**src/rtl/pc_pkg.sv**
```systemverilog
`default_nettype none
// ============================================================================
// Module      : pc_pkg
// Description : Shared constants and next-PC select encoding for the fetch
//               stage program counter.
// Revision    : 1.0 - initial release
// ============================================================================
package pc_pkg;

    // Every instruction is one 32-bit word, so sequential fetch steps by 4.
    localparam int INSTR_BYTES = 4;

    // Next-PC source, listed from highest to lowest priority.
    typedef enum logic [2:0] {
        SEL_TRAP   = 3'd0,
        SEL_BRANCH = 3'd1,
        SEL_HOLD   = 3'd2,
        SEL_RET    = 3'd3,
        SEL_SEQ    = 3'd4
    } pc_sel_e;

endpackage : pc_pkg
`default_nettype wire

```
**src/rtl/return_addr_stack.sv**
```systemverilog
`default_nettype none
// ============================================================================
// Module      : return_addr_stack
// Description : Circular return-address stack. Pushing onto a full stack
//               overwrites the oldest entry; push and pop in the same cycle
//               replace the top entry in place.
// Revision    : 1.0 - initial release
// ============================================================================
module return_addr_stack
    import pc_pkg::*;
#(
    parameter int DEPTH = 4,
    parameter int WIDTH = 32
) (
    input  logic             clk,
    input  logic             reset,
    input  logic             clear,
    input  logic             push,
    input  logic             pop,
    input  logic [WIDTH-1:0] push_data,
    output logic [WIDTH-1:0] top,
    output logic             empty,
    output logic             full
);

    localparam int PTR_W = $clog2(DEPTH);
    localparam int CNT_W = PTR_W + 1;

    logic [WIDTH-1:0] mem_q [DEPTH];
    logic [PTR_W-1:0] top_ptr_q, top_ptr_d;
    logic [CNT_W-1:0] count_q, count_d;
    logic             wr_en;
    logic [PTR_W-1:0] wr_idx;
    logic             do_pop;

    assign empty  = (count_q == '0);
    assign full   = (count_q == CNT_W'(DEPTH));
    assign top    = mem_q[top_ptr_q];
    // A pop on an empty stack has nothing to remove and is dropped.
    assign do_pop = pop & ~empty;

    // Pointer/count next state and the single write port for this cycle.
    always_comb begin
        top_ptr_d = top_ptr_q;
        count_d   = count_q;
        wr_en     = 1'b0;
        wr_idx    = top_ptr_q;
        if (clear) begin
            top_ptr_d = '0;
            count_d   = '0;
        end else if (push && do_pop) begin
            wr_en = 1'b1;
        end else if (push) begin
            top_ptr_d = top_ptr_q + PTR_W'(1);
            wr_idx    = top_ptr_q + PTR_W'(1);
            wr_en     = 1'b1;
            if (!full) begin
                count_d = count_q + CNT_W'(1);
            end
        end else if (do_pop) begin
            top_ptr_d = top_ptr_q - PTR_W'(1);
            count_d   = count_q - CNT_W'(1);
        end
    end

    // Pointer and occupancy registers.
    always_ff @(posedge clk) begin
        if (reset) begin
            top_ptr_q <= '0;
            count_q   <= '0;
        end else begin
            top_ptr_q <= top_ptr_d;
            count_q   <= count_d;
        end
    end

    // Entry storage; contents are only read while count is non-zero.
    always_ff @(posedge clk) begin
        if (wr_en && !reset) begin
            mem_q[wr_idx] <= push_data;
        end
    end

endmodule : return_addr_stack
`default_nettype wire

```
**src/rtl/pc_unit.sv**
```systemverilog
`default_nettype none
// ============================================================================
// Module      : pc_unit
// Description : Fetch-stage program counter. Chooses trap vector, resolved
//               branch, RAS-predicted return or PC+4 each cycle, honours
//               stall and flags misaligned branch targets. All outputs are
//               registered.
// Revision    : 1.0 - initial release
// ============================================================================
module pc_unit
    import pc_pkg::*;
#(
    parameter int              XLEN         = 32,
    parameter logic [XLEN-1:0] RESET_VECTOR = '0,
    parameter int              RAS_DEPTH    = 4
) (
    input  logic            clk,
    input  logic            reset,
    input  logic            stall,
    input  logic            branch_taken,
    input  logic [XLEN-1:0] branch_target,
    input  logic            trap_taken,
    input  logic [XLEN-1:0] trap_vector,
    input  logic            is_call,
    input  logic            is_ret,
    output logic [XLEN-1:0] pc,
    output logic            misaligned,
    output logic            ras_empty,
    output logic            ras_full
);

    logic [XLEN-1:0] pc_q, pc_d;
    logic            misaligned_q, misaligned_d;
    logic [XLEN-1:0] pc_plus4;
    logic [XLEN-1:0] ras_top;
    logic            ras_push;
    logic            ras_pop;
    logic            ras_clear;
    pc_sel_e         pc_sel;
    logic            unused_trap_lsbs;

    // The trap vector is always word-aligned on use, so its low bits are dropped.
    assign unused_trap_lsbs = ^trap_vector[1:0];

    assign pc_plus4 = pc_q + XLEN'(INSTR_BYTES);

    // Priority encoder for the next-PC source.
    always_comb begin
        pc_sel = SEL_SEQ;
        if (trap_taken) begin
            pc_sel = SEL_TRAP;
        end else if (branch_taken) begin
            pc_sel = SEL_BRANCH;
        end else if (stall) begin
            pc_sel = SEL_HOLD;
        end else if (is_ret && !ras_empty) begin
            pc_sel = SEL_RET;
        end
    end

    // Predecode hints only touch the RAS when the fetch actually advances.
    assign ras_clear = (pc_sel == SEL_TRAP);
    assign ras_pop   = (pc_sel == SEL_RET);
    assign ras_push  = is_call && ((pc_sel == SEL_RET) || (pc_sel == SEL_SEQ));

    // Next-PC mux and misaligned-target detection.
    always_comb begin
        pc_d         = pc_q;
        misaligned_d = 1'b0;
        case (pc_sel)
            SEL_TRAP:   pc_d = {trap_vector[XLEN-1:2], 2'b00};
            SEL_BRANCH: begin
                pc_d         = {branch_target[XLEN-1:2], 2'b00};
                misaligned_d = |branch_target[1:0];
            end
            SEL_HOLD:   pc_d = pc_q;
            SEL_RET:    pc_d = ras_top;
            SEL_SEQ:    pc_d = pc_plus4;
            default:    pc_d = pc_plus4;
        endcase
    end

    // PC and misaligned-pulse registers.
    always_ff @(posedge clk) begin
        if (reset) begin
            pc_q         <= RESET_VECTOR;
            misaligned_q <= 1'b0;
        end else begin
            pc_q         <= pc_d;
            misaligned_q <= misaligned_d;
        end
    end

    return_addr_stack #(
        .DEPTH (RAS_DEPTH),
        .WIDTH (XLEN)
    ) u_ras (
        .clk       (clk),
        .reset     (reset),
        .clear     (ras_clear),
        .push      (ras_push),
        .pop       (ras_pop),
        .push_data (pc_plus4),
        .top       (ras_top),
        .empty     (ras_empty),
        .full      (ras_full)
    );

    assign pc         = pc_q;
    assign misaligned = misaligned_q;

endmodule : pc_unit
`default_nettype wire
```
**config.mk**
```make
export PLATFORM = sky130hd
export DESIGN_NAME = pc_unit
export DESIGN_NICKNAME = d
export VERILOG_FILES = /design/src/rtl/pc_pkg.sv /design/src/rtl/return_addr_stack.sv /design/src/rtl/pc_unit.sv
export SDC_FILE = /design/constraint.sdc
export NUM_CORES = 1
export LEC_CHECK = 0
export BUFFER_PORTS_ARGS = -buffer_cell sky130_fd_sc_hd__buf_4
export CAP_MARGIN = 5
export CELL_PAD_IN_SITES_DETAIL_PLACEMENT = 0
export CELL_PAD_IN_SITES_GLOBAL_PLACEMENT = 1
export CORE_UTILIZATION = 47
export DETAILED_ROUTE_END_ITERATION = 8
export GPL_TIMING_DRIVEN = 0
export HOLD_SLACK_MARGIN = 0.1
export PLACE_DENSITY = 0.78
export SYNTH_ARGS = -nofsm -noshare
export SYNTH_HDL_FRONTEND = slang
export SYNTH_SLANG_ARGS = --single-unit
```
**constraint.sdc**
```tcl
create_clock -name clk -period 6.35 [get_ports clk]
set_input_delay 0.9525 -clock clk [delete_from_list [all_inputs] [get_ports clk]]
set_output_delay 0.9525 -clock clk [all_outputs]
set_load 0.005 [all_outputs]
```
==> results of run 1 <==
==> kinds of logic (layout without fill, tap and decap cells) <==
logic type,after synthesis,after routing,share of synthesized area
compound gates,139,139,0.1179
xor+xnor,29,29,0.03191
buf+inv,65,202,0.03615
mux,37,37,0.09682
simple gates,177,177,0.1234
fa+ha+maj,6,6,0.01037
flops,168,168,0.5835
==> path summary, 6_finish.rpt <==
check	from	to	slack [ns]
min	pc[1]	u_ras.mem_q[3][1]	0.53
max reg2reg	u_ras.count_q[2]	u_ras.mem_q[1][20]	2.40
max	is_ret	u_ras.mem_q[1][20]	2.30
min reg2reg	pc[1]	u_ras.mem_q[3][1]	0.53
==> registers in the layout (all words and copies together), names as in the netlist, named ones only <==
signal,flops
u_ras.top_ptr_q,2
misaligned,1
u_ras.count_q,3
pc,32
u_ras.mem_q,128
==> cells in the mapped netlist (3+ instances only) <==
library cell | number | area [um^2]
a2111oi_0 | 3 | 26.28
a211o_1 | 4 | 35.03
a211oi_1 | 9 | 67.56
a21oi_1 | 40 | 200.2
a221o_1 | 5 | 50.05
a221oi_1 | 9 | 78.83
a31oi_1 | 5 | 31.28
and3_1 | 11 | 68.82
and4_1 | 7 | 61.31
buf_1 | 4 | 15.01
buf_2 | 12 | 60.06
buf_4 | 3 | 22.52
clkbuf_1 | 22 | 82.58
dfxtp_1 | 40 | 800.8
edfxtp_1 | 128 | 3844
ha_1 | 5 | 62.56
inv_1 | 21 | 78.83
mux2i_1 | 5 | 50.05
mux4_2 | 32 | 720.7
nand2_1 | 40 | 150.1
nand2b_1 | 10 | 62.56
nand3_1 | 12 | 60.06
nand4_1 | 9 | 56.30
nor2_1 | 38 | 142.6
nor2b_1 | 6 | 37.54
nor3_1 | 14 | 70.07
nor4_1 | 4 | 25.02
o21a_1 | 3 | 22.52
o21ai_0 | 28 | 140.1
o21ai_1 | 3 | 15.01
o221ai_1 | 4 | 35.03
o31ai_1 | 4 | 30.03
o41ai_1 | 3 | 26.28
or2_2 | 3 | 18.77
or3_1 | 3 | 18.77
xnor2_1 | 20 | 175.2
xor2_1 | 9 | 78.83
==> layer usage <==
metal | part of all wire | GRT usage
met1 | 0.42 | 0.3502
met2 | 0.49 | 0.4350
met3 | 0.067 | 0.05652
met4 | 0.024 | 0.1001
met5 | 0 | 0
==> layout make-up <==
| cell class | instances | share of cell area |
|---|---|---|
| Clock buffer | 19 | 0.04479 |
| Timing Repair Buffer | 105 | 0.08673 |
| Clock inverter | 13 | 0.01294 |
| Sequential cell | 168 | 0.4805 |
| Buffer | 43 | 0.02097 |
| Tap cell | 220 | 0.02848 |
| Inverter | 22 | 0.008803 |
| Multi-Input combinational cell | 388 | 0.3168 |
==> critical path, cell delays in order <==
cell and delay [ns]:
buf_4 0.12, nor2b_1 0.12, clkbuf_1 0.23, nand3_2 0.32, inv_1 0.17, buf_2 0.27
ha_1 0.29, nor3b_1 0.48, inv_1 0.07, o21ai_0 0.25, nand2b_1 0.14, a21oi_4 0.47
buf_12 0.28
==> per-stage QoR <==
stage	total power [mW]	instances	hold WS, ns
floorplan	1.368	621	0.4823
global placement	1.475	942	0.5090
detailed placement	1.483	946	0.5168
CTS	2.448	978	0.5284
global route	2.518	978	0.5420
finish	2.447	978	0.5254
==> power by group through the flow <==
stage / Combinational (mW) / Sequential [mW] / Clock, mW
after floorplan: 0.116 / 1.25 / 0
after global placement: 0.215 / 1.26 / 0
after detailed placement: 0.223 / 1.26 / 0
after CTS: 0.224 / 1.24 / 0.988
after global routing: 0.243 / 1.24 / 1.04
final: 0.225 / 1.24 / 0.985
==> summary.txt, run 1 <==
Worst VDD drop: 0.2053 mV
FF+latch count, synth: 168
slew at the pin closest to its max-slew limit: 0.8561 ns
dpl cell area: 9107 um^2
Util after Layout: 0.5828
Sw Share: 0.2427
first-pass GRT wire length: 33,730 um
drt via density: 5.963
Yosys warnings: 0
post-CTS sizing: 0
Max-slew headroom: 0.4292
largest net degree at the start of global routing: 24
Sequential Power Share: 0.506
Routed Antenna Nets: 0
routed len/inst: 22.99 um
Net Switching: 0.5940 mW
Post-Synthesis Cell Area: 7960 um^2
clock root cell: clkbuf_16
Max Root-Sink Buffers: 2
syn_area_per_cell: 12.82 um^2
Hold Path Class: flip-flop to flip-flop
Die X: 132.1 um
Combinational Power Share: 0.092
Top Ports: 106
Setup violations, final: 0
Max-cap violations: 0
crit path kind: input pin to flip-flop
Total Wirelength: 22,490 um
fmax: 0.2469 GHz
vias in the first global route: 5,783
Die H: 132.1 um
clk slew on worst S/H paths: 0.07 ns
Die Area: 17,460 um^2
register area: 4644 um^2
antenna violations before repair: 0
CTS sink cnt: 168
area delta synth->final: 21.42%
top_reg_cell synth: edfxtp_1
Multi-input gate area: 3062 um^2
Fin Setup TNS: 0 ns
number of flops mapped to enable cells by yosys: 128
Clock Latency Late Sink: 0.43 ns
final setup margin: 2.299 ns
global route total overflow: 0
max-slew violations: 0
fin crit share: 0.6379
share of layout cells above drive strength 1: 0.2757
Inserted Clock Buffers: 17
leading cell types in the layout, fill and taps excluded: 128 x edfxtp_1, 104 x buf_4, 40 x nand2_1, 40 x dfxtp_1, 39 x a21oi_1
Antenna diodes: 0
H-tree depth: 4
Fillers: 1,376
Final Hold Viols: 0
crit path max fanout: 22
Min-Delay Path Depth: 0
core area: 16,580 um^2
# hold bufs at CTS: 0
# DRC: 0
P_int: 1.853 mW
Post-CTS Setup Bufs: 0
Reg2Reg Depth: 12
status: completed
post-synthesis cell count: 621
# nets final: 822
GPL Wtd Cong: 0.8414
CP arrival: 4.18 ns
dpl hpwl: 15,690 um
DRT Pass-1 Iters: 5
Port Buffers: 101
GR Util All Layers: 0.2662
RSZ-0062 raised after global routing: no
Rows: 47
minimum clock period: 4.051 ns
P_leak: 3.423 nW
CTS tree: built
part of the Yosys area used for sequential elements: 0.5835
CP Capture Type: flip-flop
total number of vias: 5,832
pwr/cell area: 253.2 nW/um^2
clock power share: 0.402
Final Skew: 0.009889 ns
Post-Syn Nets: 698
CP startpoint kind: input pin
Initial DRC Count: 567
most common cell after layout, fill and taps aside: edfxtp_1
fin area: 9666 um^2
Post-Place Worst Slack: 1.904 ns
synth unique cells: 70
ys async rst share: 0
Initial Util: 0.4800
critical path required time: 6.48 ns
(Power assumes the default switching activity.)
==> run 2: changes to the inputs <==
--- a/config.mk
+++ b/config.mk
@@ -5,11 +5,12 @@
 export SDC_FILE = /design/constraint.sdc
 export NUM_CORES = 1
 export LEC_CHECK = 0
+export ABC_AREA = 1
 export BUFFER_PORTS_ARGS = -buffer_cell sky130_fd_sc_hd__buf_4
 export CAP_MARGIN = 5
 export CELL_PAD_IN_SITES_DETAIL_PLACEMENT = 0
 export CELL_PAD_IN_SITES_GLOBAL_PLACEMENT = 1
-export CORE_UTILIZATION = 47
+export CORE_UTILIZATION = 44
 export DETAILED_ROUTE_END_ITERATION = 8
 export GPL_TIMING_DRIVEN = 0
 export HOLD_SLACK_MARGIN = 0.1
==> constraint.sdc (replaced) <==
create_clock -name clk -period 3.9 [get_ports clk]
set_input_delay 0.585 -clock clk [delete_from_list [all_inputs] [get_ports clk]]
set_output_delay 0.585 -clock clk [all_outputs]
set_load 0.005 [all_outputs]
==> summary.txt, run 2 <==
status: completed
dpl hpwl: 17,660 um
CTS sink cnt: 168
Top Ports: 106
area delta synth->final: 21.38%
crit path max fanout: 17
fmax: 0.3149 GHz
Port Buffers: 102
Worst VDD drop: 0.2992 mV
Die X: 139.5 um
Final Skew: 0.01250 ns
core area: 18,270 um^2
Max Root-Sink Buffers: 2
Antenna diodes: 0
first-pass GRT wire length: 37,580 um
most flop-heavy register: u_ras.mem_q
Rows: 49
slowest cell delay on critical path: 0.57 ns
DR top layer: met4
DRT Pass-1 Iters: 5
count leader, synth: nand2_1
most frequent cells after synthesis: 285 x nand2_1, 143 x nor2_1, 128 x edfxtp_1
Slowest cell on crit path: nor2_4
CTS tree: built
Post-Synthesis Cell Area: 8315 um^2
Fin Setup TNS: 0 ns
Hold Path Class: input pin to flip-flop
global route total overflow: 0
# hold bufs at CTS: 0
Initial DRC Count: 552
drt via density: 5.181
crit path kind: flip-flop to flip-flop
Post-Syn Nets: 1,031
leading post-synthesis cells by cell area: edfxtp_1 46%, nand2_1 13%, dfxtp_1 9.6%
Routed met3 length: 1469 um
share of layout cells above drive strength 1: 0.1841
Inserted Clock Buffers: 17
most common cell after layout, fill and taps aside: nand2_1
Initial Util: 0.4551
total power: 4.097 mW
top_reg_cell synth: edfxtp_1
number of flops mapped to enable cells by yosys: 128
H-tree depth: 4
synth unique cells: 38
Final Hold Viols: 0
Largest register FFs: 128
post-CTS sizing: 0
Placed Cells: 1,289
post-synthesis cell count: 954
Max-slew headroom: 0.4817
Routed Antenna Nets: 0
worst-path cell chain: nor2_1 > nand2_2 > nand4_4 > inv_2 > buf_2 > ha_1 > o21ai_0 > nand2_1 > inv_1 > nor2_4 > buf_16
Fillers: 1,715
CP arrival: 3.31 ns
# DRC: 0
clock root cell: clkbuf_16
clk slew on worst S/H paths: 0.07 ns
leading cell types in the layout, fill and taps excluded: 285 x nand2_1, 139 x nor2_1, 128 x edfxtp_1, 108 x buf_4, 72 x nand3_1
Die Area: 19,450 um^2
largest net degree at the start of global routing: 21
dpl cell area: 9493 um^2
fin crit share: 0.8142
register area: 4644 um^2
minimum clock period: 3.175 ns
P_leak: 4.189 nW
top-area cell type share of the netlist area: 0.4622
vias in the first global route: 6,459
syn_area_per_cell: 8.716 um^2
Min Hold Slack: 0.3840 ns
Total Wirelength: 24,630 um
routed len/inst: 18.65 um
CP startpoint kind: flip-flop
Clock Latency Late Sink: 0.44 ns
slew at the pin closest to its max-slew limit: 0.7775 ns
met2 WL: 11,510 um
Final Non-Filler Cells: 1,321
pwr/cell area: 405.9 nW/um^2
total number of vias: 6,844
fin area: 10,090 um^2
Multi-input gate area: 3238 um^2
# nets final: 1,156
GPL Wtd Cong: 0.9395
part of the Yosys area used for sequential elements: 0.5585
ys async rst share: 0
max-slew violations: 0
Post-CTS Setup Bufs: 0
GR Util All Layers: 0.2633
CP Capture Type: flip-flop
Max-cap violations: 0
FF+latch count, synth: 168
critical path required time: 4.04 ns
Yosys warnings: 0
largest area contributor in the netlist: edfxtp_1
antenna violations before repair: 0
Setup violations, final: 0
M1 wire length: 11,250 um
RSZ-0062 raised after global routing: no
Die H: 139.5 um
run 2: layer usage:
layer / up-vias / GRT usage
li1: 3418 / -
met1: 3181 / 0.3648
met2: 222 / 0.4282
met3: 23 / 0.03338
met4: 0 / 0.08772
met5: - / 0
run 2: final cells by class:
cell class              instances  share of cell area
inverters                      63             0.02343
repair buffers                106             0.08529
flip-flops and latches        168              0.4601
clock buffers                  21             0.04983
plain buffers                  43             0.02244
multi-input cells             680              0.3208
well taps                     229             0.02839
clock inverters                11            0.009669
run 2: cell families after synthesis:
family | Yosys count | share of synthesized area
AO/OA/AOI/OAI | 112 | 0.07358
flip-flops | 168 | 0.5585
adder cells (fa/ha/maj) | 6 | 0.009931
XOR/XNOR | 18 | 0.02347
AND/OR/NAND/NOR | 544 | 0.2788
buffers and inverters | 106 | 0.05567
run 2: worst max-delay path, delay by kind of cell (launching register included):
kind,cells,cell delay [ns]
flops,1,0.40
buf+inv,4,1.02
simple gates,5,1.11
compound gates,1,0.09
fa+ha+maj,1,0.24
run 2: power breakdown:
group / switching (mW) / internal (mW) / leakage [nW]
Combinational: 0.207 / 0.158 / 2.36
Sequential: 0.0527 / 1.96 / 1.53
Clock: 0.765 / 0.949 / 0.301
run 2: worst paths after layout:
check,startpoint,to,slack (ns),cells past startpoint
worst min register to register,u_ras.count_q[0],u_ras.count_q[0],0.53,2
worst min-delay path,reset,pc[1],0.38,2
worst max register to register,u_ras.count_q[1],u_ras.mem_q[3][7],0.72,11
worst max-delay path,u_ras.count_q[1],u_ras.mem_q[3][7],0.72,11
run 2: per-stage QoR:
step,utilization,worst slack (ns)
floorplan,-,0.2224
global placement,0.5127,-1.623
detailed placement,0.5196,0.2949
CTS,0.5525,0.6516
global route,0.5525,0.4750
finish,0.5525,0.7247
